File: src/rtl/sprite_collision_unit_pkg.sv
// Shared types and helpers for the sprite collision unit.
// Raster position width, frame-phase states, saturating increment.
package sprite_collision_unit_pkg;

    localparam int POS_W = 9;

    typedef enum logic [1:0] {
        SYNC  = 2'd0,
        HOLD  = 2'd1,
        ACCUM = 2'd2
    } state_t;

    function automatic logic [31:0] sat_inc(
        input logic [31:0] val,
        input logic [31:0] max_val
    );
        return (val >= max_val) ? val : val + 32'd1;
    endfunction

endpackage

File: src/rtl/sprite_collision_unit_sync_edge_detect.sv
// Registers a sync level and emits single-cycle rise/fall pulses.
// Shared by vsync- and hsync-driven blocks.
module sync_edge_detect (
    input  logic clk,
    input  logic reset,
    input  logic level,
    output logic rise,
    output logic fall
);

    logic level_q;

    // Previous-cycle copy of the level for edge comparison
    always_ff @(posedge clk or posedge reset) begin
        if (reset) begin
            level_q <= 1'b0;
        end else begin
            level_q <= level;
        end
    end

    assign rise = level & ~level_q;
    assign fall = ~level & level_q;

endmodule

File: src/rtl/sprite_collision_unit.sv
// Per-frame sprite collision detector with vsync-committed result record.
// Optional macro SPRITE_COLLISION_COUNT_EN exposes the pe pixel count.
module sprite_collision_unit
    import sprite_collision_unit_pkg::*;
#(
    parameter int CNT_W    = 10,
    parameter int MIN_HITS = 1
) (
    input  logic             clk,
    input  logic             reset,
    input  logic [POS_W-1:0] hpos,
    input  logic [POS_W-1:0] vpos,
    input  logic             display_on,
    input  logic             vsync,
    input  logic             player_gfx,
    input  logic             enemy_gfx,
    input  logic             track_gfx,
    output logic             result_valid,
    input  logic             result_ack,
    output logic             pe_flag,
    output logic             pt_flag,
    output logic [POS_W-1:0] first_x,
    output logic [POS_W-1:0] first_y,
    output logic             first_valid,
    output logic             overrun,
    output logic [CNT_W-1:0] pe_count
);

    localparam logic [31:0] CNT_MAX =
        32'((64'd1 << CNT_W) - 64'd1);
    localparam logic [CNT_W-1:0] MIN_THR =
        CNT_W'(MIN_HITS);

    state_t           state;
    logic             vs_rise;
    logic             vs_fall;
    logic             commit;
    logic             pe_hit;
    logic             pt_hit;
    logic [CNT_W-1:0] pe_cnt;
    logic [CNT_W-1:0] pt_cnt;
    logic [CNT_W-1:0] pe_inc;
    logic [CNT_W-1:0] pt_inc;
    logic [POS_W-1:0] acc_x;
    logic [POS_W-1:0] acc_y;
    logic             acc_fv;

    sync_edge_detect u_vs_edge (
        .clk   (clk),
        .reset (reset),
        .level (vsync),
        .rise  (vs_rise),
        .fall  (vs_fall)
    );

    assign pe_hit = display_on & player_gfx & enemy_gfx;
    assign pt_hit = display_on & player_gfx & track_gfx;
    assign commit = (state == ACCUM) & vs_rise;

    assign pe_inc = CNT_W'(sat_inc(32'(pe_cnt), CNT_MAX));
    assign pt_inc = CNT_W'(sat_inc(32'(pt_cnt), CNT_MAX));

    // Frame sequencer, pixel accumulation and committed record
    always_ff @(posedge clk or posedge reset) begin
        if (reset) begin
            state        <= SYNC;
            pe_cnt       <= '0;
            pt_cnt       <= '0;
            acc_x        <= '0;
            acc_y        <= '0;
            acc_fv       <= 1'b0;
            result_valid <= 1'b0;
            overrun      <= 1'b0;
            pe_flag      <= 1'b0;
            pt_flag      <= 1'b0;
            first_x      <= '0;
            first_y      <= '0;
            first_valid  <= 1'b0;
        end else begin
            if (result_valid && result_ack) begin
                result_valid <= 1'b0;
                overrun      <= 1'b0;
            end
            case (state)
                SYNC: begin
                    if (vs_rise) begin
                        state <= HOLD;
                    end
                end
                HOLD: begin
                    if (vs_fall) begin
                        state <= ACCUM;
                    end
                end
                ACCUM: begin
                    if (vs_rise) begin
                        state        <= HOLD;
                        pe_flag      <= (pe_cnt >= MIN_THR);
                        pt_flag      <= (pt_cnt >= MIN_THR);
                        first_x      <= acc_x;
                        first_y      <= acc_y;
                        first_valid  <= acc_fv;
                        result_valid <= 1'b1;
                        if (result_valid && !result_ack) begin
                            overrun <= 1'b1;
                        end
                        pe_cnt <= '0;
                        pt_cnt <= '0;
                        acc_x  <= '0;
                        acc_y  <= '0;
                        acc_fv <= 1'b0;
                    end else begin
                        if (pe_hit) begin
                            pe_cnt <= pe_inc;
                        end
                        if (pt_hit) begin
                            pt_cnt <= pt_inc;
                        end
                        if ((pe_hit || pt_hit) && !acc_fv) begin
                            acc_x  <= hpos;
                            acc_y  <= vpos;
                            acc_fv <= 1'b1;
                        end
                    end
                end
                default: begin
                    state <= SYNC;
                end
            endcase
        end
    end

`ifdef SPRITE_COLLISION_COUNT_EN
    // Publish the saturated pe count together with the flags
    always_ff @(posedge clk or posedge reset) begin
        if (reset) begin
            pe_count <= '0;
        end else if (commit) begin
            pe_count <= pe_cnt;
        end
    end
`else
    assign pe_count = '0;
    logic unused_commit;
    assign unused_commit = commit;
`endif

endmodule

File: config.mk
export PLATFORM = sky130hd
export DESIGN_NAME = sprite_collision_unit
export DESIGN_NICKNAME = d
export VERILOG_FILES = /design/src/rtl/sprite_collision_unit_pkg.sv /design/src/rtl/sprite_collision_unit_sync_edge_detect.sv /design/src/rtl/sprite_collision_unit.sv
export SDC_FILE = /design/constraint.sdc
export NUM_CORES = 1
export LEC_CHECK = 0
export CAP_MARGIN = 40
export CORE_AREA = 2 2 106 108
export DETAILED_ROUTE_END_ITERATION = 10
export DIE_AREA = 0 0 108 110
export PLACE_DENSITY = 0.6
export SYNTH_ARGS = -nofsm -noshare
export SYNTH_HDL_FRONTEND = slang
export SYNTH_SLANG_ARGS = --single-unit
File: constraint.sdc
create_clock -name clk -period 6 [get_ports clk]
set_input_delay 1.2 -clock clk [delete_from_list [all_inputs] [get_ports clk]]
set_output_delay 1.2 -clock clk [all_outputs]
set_load 0.01 [all_outputs]
# ---- After elaboration in Yosys (flattened, before gate mapping)
# Cells that the tools add are included.
# W data, S select, Z words.
dict set report word_totals {
  reg_bits 65
  latchBits 0
  mem_bits_rw 0
  rom_bits 0
  mem_count 0
}
dict set report classes {
  n_addsub 2
  mul 0
  div 0
  magnitude_cmp 4
  n_eq_ne 6
  n_shift 0
  muxes 22
  bitwise_logic 7
  reduce_logical 16
}
# operator n
set ops {}
lappend ops {{$mux W10} 6}
lappend ops {{$mux W9} 4}
lappend ops {{$add A10 B1 Y10 const B} 2}
lappend ops {{$ge A10 B1 Y1 const B} 2}
lappend ops {{$ge A10 B10 Y1 const B} 2}
lappend ops {{$mux W1} 9}
lappend ops {{$ne A2 B1 Y1 const B} 4}
lappend ops {{$reduce_and A2 Y1} 3}
lappend ops {{$reduce_and A3 Y1} 2}
lappend ops {{$reduce_bool A2 Y1} 3}
lappend ops {{$and A1 B1 Y1} 5}
lappend ops {{$mux W2} 2}
lappend ops {{$pmux W2 S2} 1}
lappend ops {{$logic_and A1 B1 Y1} 3}
lappend ops {{$eq A2 B1 Y1 const B} 1}
lappend ops {{$eq A2 B2 Y1 const B} 1}
lappend ops {{$logic_not A1 Y1} 2}
lappend ops {{$logic_not A2 Y1} 1}
lappend ops {{$not A1 Y1} 2}
lappend ops {{$reduce_or A2 Y1} 1}
lappend ops {{$logic_or A1 B1 Y1} 1}

# ---- Depth between registers and ports, before layout
# Gate-level depths: netlist of run 1.
dict set report logic_depth {
  word_depth 6
  ltp_mapped 6
  ltp_nobuf 5
}

# ---- Modules after synthesis
# Synthesis of run 1 repeated with hierarchy kept, for this count alone.
dict set report unflattened {
  hier_cells 304
  area_unflattened_um2 3078.0
}
# mod instances cells_each area_per_inst_um2 seq_area_each_um2
set by_module_without_submodules {}
lappend by_module_without_submodules {sprite_collision_unit 1 300 3034.2 1601.5}
lappend by_module_without_submodules {sync_edge_detect 1 4 43.8 25.0}

# ---- Worst setup path before layout of run 1
# OpenSTA, ideal clock, no wires.
dict set report synth_timing {
  path_kind {input-to-reg}
  start {input port vsync}
  end {register acc_fv}
  t_arrival_ps 2187
  t_required_ps 5931
  path_slack_ps 3744
  stages 6
  path_buffers 2
  path_cell_list {nor2b_4 buf_6 nor4_4 buf_6 nor2_1 nor2_2}
}
dict set report synth_via {
  elab_chain_cells 3
}
# item line
set synth_rtl {}
lappend synth_rtl {{start, declared} sprite_collision_unit.sv:14} ;# input logic vsync,
lappend synth_rtl {{$and A1 B1 Y1 (*)} sprite_collision_unit_sync_edge_detect.sv:22} ;# assign rise = level & ~level_q;
lappend synth_rtl {{$reduce_bool A2 Y1 (no line)} --}
lappend synth_rtl {{$reduce_and A2 Y1 (no line)} --}
lappend synth_rtl {{end signal, assigned} sprite_collision_unit.sv:71} ;# acc_fv <= 1'b0;
lappend synth_rtl {{end signal, assigned} sprite_collision_unit.sv:111} ;# acc_fv <= 1'b0;
lappend synth_rtl {{end signal, assigned} sprite_collision_unit.sv:122} ;# acc_fv <= 1'b1;
lappend synth_rtl {{end, declared} sprite_collision_unit.sv:46} ;# logic acc_fv;
# Mark *: on every way between the ends. The rest lies on a longest branch, timed or not.
# A chain may end at the register's enable or synchronous reset.

# ---- Worst setup path after layout of run 1
dict set report layout_timing {
  start {input port vsync}
  end {register pe_cnt[5]}
}
dict set report layout_via {
  elab_chain_cells 3
}
# item line
set layout_rtl {}
lappend layout_rtl {{$and A1 B1 Y1 (*)} sprite_collision_unit_sync_edge_detect.sv:22}
lappend layout_rtl {{$ne A2 B1 Y1 (no line) or $reduce_bool A2 Y1 (tied branches)} --}
lappend layout_rtl {{$reduce_and A3 Y1 (no line)} --}
lappend layout_rtl {{end signal, assigned} sprite_collision_unit.sv:114} ;# pe_cnt <= pe_inc;
lappend layout_rtl {{end, declared} sprite_collision_unit.sv:40} ;# logic [CNT_W-1:0] pe_cnt;
# Marks and branches as above.

==> results by group, run 1 <==
Clocking
  • Post-CTS resize count: 0
  • Num CTS Buffers: 9
  • Root Driver: clkbuf_8
  • H-tree Lvls: 3
  • Reg clk slew, reported paths: 0.08 ns
  • Post-CTS Setup Bufs: 0
  • Clk sink count: 65
  • Hold buffers post-CTS: 0
  • CTS Buffer Depth: 2
  • Skew-Pair Late Insertion Delay: 0.34 ns
  • CTS tree: yes

Power and ir drop
  • VDD IR-drop max: 0.207 mV
  • Power Density: 377 nW/um^2
  • P_leak: 1.64 nW

Die
  • # IOs: 59
  • Core Box Area: 10700 sq um
  • Starting Density: 0.292
  • Die Ht: 110 microns
  • Die width: 108 microns
  • Row count: 38
  • Die area: 11900 sq um

Finish
  • Fill cells: 1068
  • Layout cells sized above 1: 0.158
  • Util after Layout: 0.360
  • Area Growth Syn to Fin: 23.3%
  • # diodes: 0
  • Final net count: 344

STA
  • Relative slew slack: 0.459
  • Finish-stage setup viols: 0
  • Post-layout min period: 2.92 ns
  • Final period utilization: 0.487
  • Layout Skew: 0.0108 ns
  • TNS Setup: 0 ns
  • Worst-Margin Slew: 0.812 ns
  • Final Hold Viols: 0
  • Fin. max-slew vios: 0
  • Fmax: 0.342 GHz
  • RSZ-0062 raised after global routing: no

Routing
  • Post-DRT Antenna Nets: 0
  • Total Wirelength: 6.51 mm
  • Avg WL per Cell: 14.2 microns
  • Vias post-DR: 2261
  • Initial DRT Pass Iterations: 4
  • Number of remaining DRC errors: 0
  • DRT iter0 DRCs: 135
  • Via/cell ratio: 4.95

Synth
  • Gate Count Post-Synth: 265
  • Syn Std Cell Area: 3130 sq um
  • Syn. warnings: 0
  • Synth unique cells: 46
  • Synth area leaders: dfrtp_1 (52%), mux2_2 (6.8%), a22o_1 (5.0%)
  • Post-synth EDFFs: 0
  • Syn Area/Cell: 11.8 sq um
  • Area leader, netlist: dfrtp_1
  • Seq/Total Area, Yosys: 0.520
  • Predominant post-synthesis flop cell: dfrtp_1
  • Yosys top cell area share: 0.520
  • Post-synthesis async set-or-reset flop share: 1.00
  • Yosys reg bits: 65

Critical path
  • CP required: 6.22 ns
  • Top cell family by delay on the critical path: simple AND/OR/NAND/NOR gates
  • Endpoint class of the critical path: flop
  • WP buf/inv: 1
  • CP startpoint kind: input pin
  • Crit Path Category: in -> reg
  • CP Cell Sequence: clkdlybuf4s50_1 > and4bb_4 > and4b_1 > o31ai_1 > o31ai_1
  • Max FO, Critical Path: 30
  • Max stage delay on crit path: 0.59 ns
  • Crit path DAT: 3.14 ns
  • Top cell by count, worst path: o31ai_1
  • Critical-path top delay cell: and4bb_4

Flow run
  • Max Cap Violations: 0

Placement
  • Buffers on Ports: 48
  • Global placement routability congestion: 0.787
  • Post-DP HPWL: 4.35 mm

Global route
  • Antenna violations before repair: 0
  • GRT Total Usage: 0.118
  • Grt ovf: 0
  • Largest net degree at the start of global routing: 66
  • First-pass GRT wire length: 11.0 mm
  • Vias in the first global route: 2255

Outcome
  • Status: finished, final reports clean

Hold path
  • Hold Path Class: reg -> reg
==> worst register-to-register path: cells and delay by family, from the launching register on <==
kind / cells / cell delay, ns
AND/OR/NAND/NOR: 2 / 1.10
AO/OA/AOI/OAI: 2 / 0.39
flip-flops: 1 / 0.42
==> path summary, 6_finish.rpt <==
path,from,to,slack (ns),cells after the start
min in group asynchronous,reset,acc_x[0]$_DFFE_PP0P_,1.41,3
setup reg to reg,state[0]$_DFFE_PP0P_,pe_cnt[5]$_DFFE_PP0P_,3.97,4
hold reg to reg,acc_x[8]$_DFFE_PP0P_,acc_x[8]$_DFFE_PP0P_,0.50,1
max in group asynchronous,reset,acc_x[6]$_DFFE_PP0P_,4.06,3
hold / removal,acc_x[8]$_DFFE_PP0P_,acc_x[8]$_DFFE_PP0P_,0.50,1
setup / recovery,vsync,pe_cnt[5]$_DFFE_PP0P_,3.08,5
==> where the power goes <==
part | switching [mW] | internal [mW] | total [mW]
clock network | 0.185 | 0.195 | 0.380
logic | 0.157 | 0.240 | 0.397
registers | 0.0960 | 0.580 | 0.676
total | 0.438 | 1.02 | 1.45
==> per-layer routing <==
metal,track usage,up-vias,routed length (microns)
met1,0.160,1131,3010
met5,0,-,0
met2,0.179,49,3170
li1,-,1072,-
met3,0.0282,9,236
met4,0.0522,0,87
==> flip-flops by register name (all words and copies together), names as in the netlist, named ones only <==
name,cells
state,2
acc_y,9
acc_fv,1
pt_cnt,10
result_valid,1
first_valid,1
pt_flag,1
pe_cnt,10
u_vs_edge.level_q,1
first_y,9
acc_x,9
pe_flag,1
first_x,9
==> cell type report <==
| cell class | count | area [sq um] | area share |
|---|---|---|---|
| flip-flops and latches | 65 | 1630 | 0.422 |
| repair buffers | 50 | 499 | 0.130 |
| clock buffers | 9 | 124 | 0.0321 |
| well taps | 140 | 175 | 0.0455 |
| multi-input cells | 178 | 1320 | 0.343 |
| clock inverters | 7 | 77.6 | 0.0201 |
| inverters | 8 | 30.0 | 0.00779 |
==> stage by stage <==
step | total power [mW] | setup slack (ns) | hold slack, ns | area (sq um) | std cells
global route | 1.55 | 2.91 | 0.524 | 3850 | 457
floorplan | 0.902 | 3.17 | 0.467 | 3160 | 274
CTS | 1.47 | 3.07 | 0.506 | 3850 | 457
global placement | 1.08 | 2.77 | 0.482 | 3640 | 440
finish | 1.45 | 3.08 | 0.502 | 3850 | 457
detailed placement | 1.09 | 2.69 | 0.489 | 3650 | 441
==> cell families (layout without fill, tap and decap cells) <==
kind of cell | count (synthesis) | count (layout) | share of synthesized area
other | 1 | 10 | 0.00120
AND/OR/NAND/NOR | 69 | 69 | 0.149
multiplexers | 20 | 20 | 0.0717
XOR/XNOR | 1 | 1 | 0.00280
flip-flops | 65 | 65 | 0.520
buffers and inverters | 31 | 74 | 0.0677
adder cells (fa/ha/maj) | 6 | 6 | 0.0240
AO/OA/AOI/OAI | 72 | 72 | 0.164
==> synth_stat cells, types with 7 or more instances <==
cell type	instances
inv_1	8
a31oi_1	9
nand3_1	10
nand2_1	8
a22o_1	18
mux2_2	19
o21ai_0	7
o31ai_1	17
nor2_1	7
a21oi_1	8
dfrtp_1	65
buf_4	12
==> placed cells by master, fill, tap and decap left out, types with 2 or more instances in the layout <==
cell type	n
a211oi_1	2
a21oi_1	8
a21oi_2	2
a22o_1	18
a31oi_1	9
and2_1	5
and3_1	4
and4_1	2
and4b_1	4
clkbuf_8	9
clkdlybuf4s50_1	48
clkinv_4	2
conb_1	10
dfrtp_1	65
ha_1	6
inv_1	7
inv_6	2
mux2_2	19
nand2_1	8
nand2b_1	4
nand3_1	10
nand3b_1	2
nand4_1	6
nor2_1	7
nor2_2	3
nor4_1	4
nor4_4	2
o21ai_0	7
o22ai_1	4
o31ai_1	17
Note: power is estimated with default switching activity, not from simulation.
==> run 2, diff against run 1 <==
Settings changed: PLACE_DENSITY 0.6 to 0.62.
Clock period 6 ns to 2.5 ns, I/O delays scaled along.
==> run 2 against run 1 <==
  * Sequential power increased by 140%
  * Highest routed layer unchanged
  * Cell area up 1.9%
  * Flip-flop and latch count stayed put
  * Hold slack worse by 0.058 ns
  * Largest cell class unchanged
  * First-iteration DRC count is 37% higher
  * Sequential share of layout area shrank 0.78 points
  * Register-to-register slack got worse by 3.3 ns
==> results by group, run 2 (same netlist as run 1, synthesis figures left out) <==
Critical path
  • Cells on worst reg2reg path: 5 (+1)
  • Max FO, Critical Path: 12 (-60%)
  • Critical R2R Capture: pe_cnt[8]$_DFFE_PP0P_
  • Critical-path top delay cell: clkdlybuf4s50_1
  • CP startpoint kind: input pin
  • Crit path DAT: 2.23 ns (-0.91 ns)
  • Flop2flop setup slack: 0.63 ns (-3.34 ns)
  • Top cell by count, worst path: o31ai_1
  • Origin of the critical flop-to-flop path: pe_cnt[0]$_DFFE_PP0P_
  • CP Cell Sequence: clkdlybuf4s50_1 > and4bb_4 > and4b_1 > o31ai_1 > o31ai_1
  • CP required: 2.72 ns (-3.50 ns)
  • Max stage delay on crit path: 0.54 ns (-0.05 ns)
  • Crit Path Category: in -> reg
  • Endpoint class of the critical path: flop

STA
  • Post-layout min period: 2.01 ns
  • Fmax: 0.497 GHz
  • TNS Setup: 0 ns (unchanged)
  • Final Hold Viols: 0 (unchanged)
  • Worst-Margin Slew: 0.754 ns (-0.0577 ns)
  • Final period utilization: 0.805
  • Fin. max-slew vios: 0 (unchanged)
  • Relative slew slack: 0.497 (+0.0379)
  • RSZ-0062 raised after global routing: no
  • Hold_ws: 0.444 ns (-0.0581 ns)
  • Finish-stage setup viols: 0 (unchanged)
  • Layout Skew: 0.00859 ns (-0.00218 ns)

Finish
  • Register Area: 1630 sq um (unchanged)
  • Most common cell after layout, fill and taps aside: dfrtp_1
  • Area Growth Syn to Fin: 25.6%
  • Biggest regs: pe_cnt (10), pt_cnt (10)
  • Design Area, Final: 3930 sq um (+1.9%)
  • Multi-input logic area: 1320 sq um (unchanged)
  • Layout cells sized above 1: 0.168 (+0.0105)
  • Most frequent cells in the layout: dfrtp_1 (65), clkdlybuf4s50_1 (48), mux2_2 (19)
  • # diodes: 0 (unchanged)
  • Final net count: 350 (+1.7%)
  • Final Instance Count excl. Fillers: 461 (+0.88%)
  • Fill cells: 1066 (-0.19%)

Hold path
  • Hold Path Class: in -> async

Routing
  • DRT iter0 DRCs: 185 (+37%)
  • Post-DRT Antenna Nets: 0 (unchanged)
  • Avg WL per Cell: 14.2 microns (about the same)
  • Via/cell ratio: 4.91 (-0.82%)
  • Total Wirelength: 6.57 mm (+0.95%)
  • Initial DRT Pass Iterations: 5 (+1)
  • Number of remaining DRC errors: 0 (unchanged)
  • Vias post-DR: 2262 (+0.044%)

Die
  • # IOs: 59 (unchanged)
  • Die Ht: 110 microns (unchanged)
  • Starting Density: 0.292 (unchanged)
  • Die area: 11900 sq um (unchanged)
  • Core Box Area: 10700 sq um (unchanged)
  • Row count: 38 (unchanged)
  • Die width: 108 microns (unchanged)

Global route
  • Antenna violations before repair: 0 (unchanged)
  • Vias in the first global route: 2312 (+2.5%)
  • Grt ovf: 0 (unchanged)
  • Largest net degree at the start of global routing: 51 (-23%)
  • First-pass GRT wire length: 11.2 mm (+1.8%)
  • GRT Total Usage: 0.122 (+0.00413)

Power and ir drop
  • VDD IR-drop max: 0.439 mV (+110%)
  • P_leak: 1.68 nW (+2.9%)
  • Pwr Total: 3.58 mW (+150%)
  • Power Density: 911 nW/um^2 (+140%)

Clocking
  • Hold buffers post-CTS: 0 (unchanged)
  • H-tree Lvls: 3 (unchanged)
  • Reg clk slew, reported paths: 0.07 ns (about the same)
  • Root Driver: clkbuf_8
  • CTS tree: yes
  • Post-CTS resize count: 0 (unchanged)
  • Post-CTS Setup Bufs: 0 (unchanged)
  • Num CTS Buffers: 9 (unchanged)
  • CTS Buffer Depth: 2 (unchanged)
  • Skew-Pair Late Insertion Delay: 0.34 ns (about the same)
  • Clk sink count: 65 (unchanged)

Placement
  • Placed cell area: 3710 sq um (+1.6%)
  • Buffers on Ports: 48 (unchanged)
  • Dpl cells: 447 (+1.4%)
  • Global placement routability congestion: 0.832 (+5.7%)
  • Post-DP HPWL: 4.51 mm (+3.7%)

Outcome
  • Status: finished, final reports clean

Flow run
  • Max Cap Violations: 0 (unchanged)
-- run 2: changes by cell type in the layout (fill, tap and decap cells not counted), sizes merged --
cell      delta
clkbuf       +2
buf          +6
clkinvlp     -1
bufinv       +1
clkinv       -2
inv          -2
-- run 2: area by class of cell --
| cell class | count | share of cell area |
|---|---|---|
| repair buffers | 56 | 0.142 |
| well taps | 140 | 0.0446 |
| clock inverters | 3 | 0.0166 |
| multi-input cells | 178 | 0.337 |
| inverters | 8 | 0.00765 |
| flip-flops and latches | 65 | 0.414 |
| clock buffers | 11 | 0.0386 |
-- run 2: per-layer routing --
metal / up-vias / routed length [microns] / global-route usage
met1: 1101 / 3040 / 0.155
met4: 0 / 92 / 0.0586
met5: - / 0 / 0
li1: 1078 / - / -
met3: 9 / 400 / 0.0406
met2: 74 / 3030 / 0.188
-- run 2: metrics by stage --
step | utilization | setup slack [ns]
final | 0.367 | 0.487
after global routing | 0.367 | 0.399
after CTS | 0.367 | 0.535
after detailed placement | 0.347 | 0.161
after global placement | 0.346 | 0.189
after floorplan | - | 0.374
-- run 2: worst max-delay path by stage --
stage           from                          to  slack [ns]  cells past startpoint
5_1_grt        vsync       pe_cnt[6]$_DFFE_PP0P_        0.40                      5
2_1_floorplan  reset  asynchronous set/reset pin        0.37                      1
3_3_place_gp   vsync        acc_x[0]$_DFFE_PP0P_        0.19                      4
4_1_cts        vsync       pe_cnt[8]$_DFFE_PP0P_        0.53                      5
3_5_place_dp   vsync       pe_cnt[3]$_DFFE_PP0P_        0.16                      5
6_report       vsync       pe_cnt[8]$_DFFE_PP0P_        0.49                      5
-- run 2: worst max-delay path: cells and delay by family --
family,cells,cell delay [ns]
AOI/OAI and AO/OA,2,0.44
buffers and inverters,1,0.54
and+or+nand+nor,2,0.75
-- run 2: report_power, final --
group	switching [mW]	total (mW)	internal, mW	leakage, nW
clock network	0.388	0.991	0.603	0.111
registers	0.238	1.63	1.39	0.876
logic	0.370	0.954	0.585	0.697
total	0.996	3.58	2.58	1.68
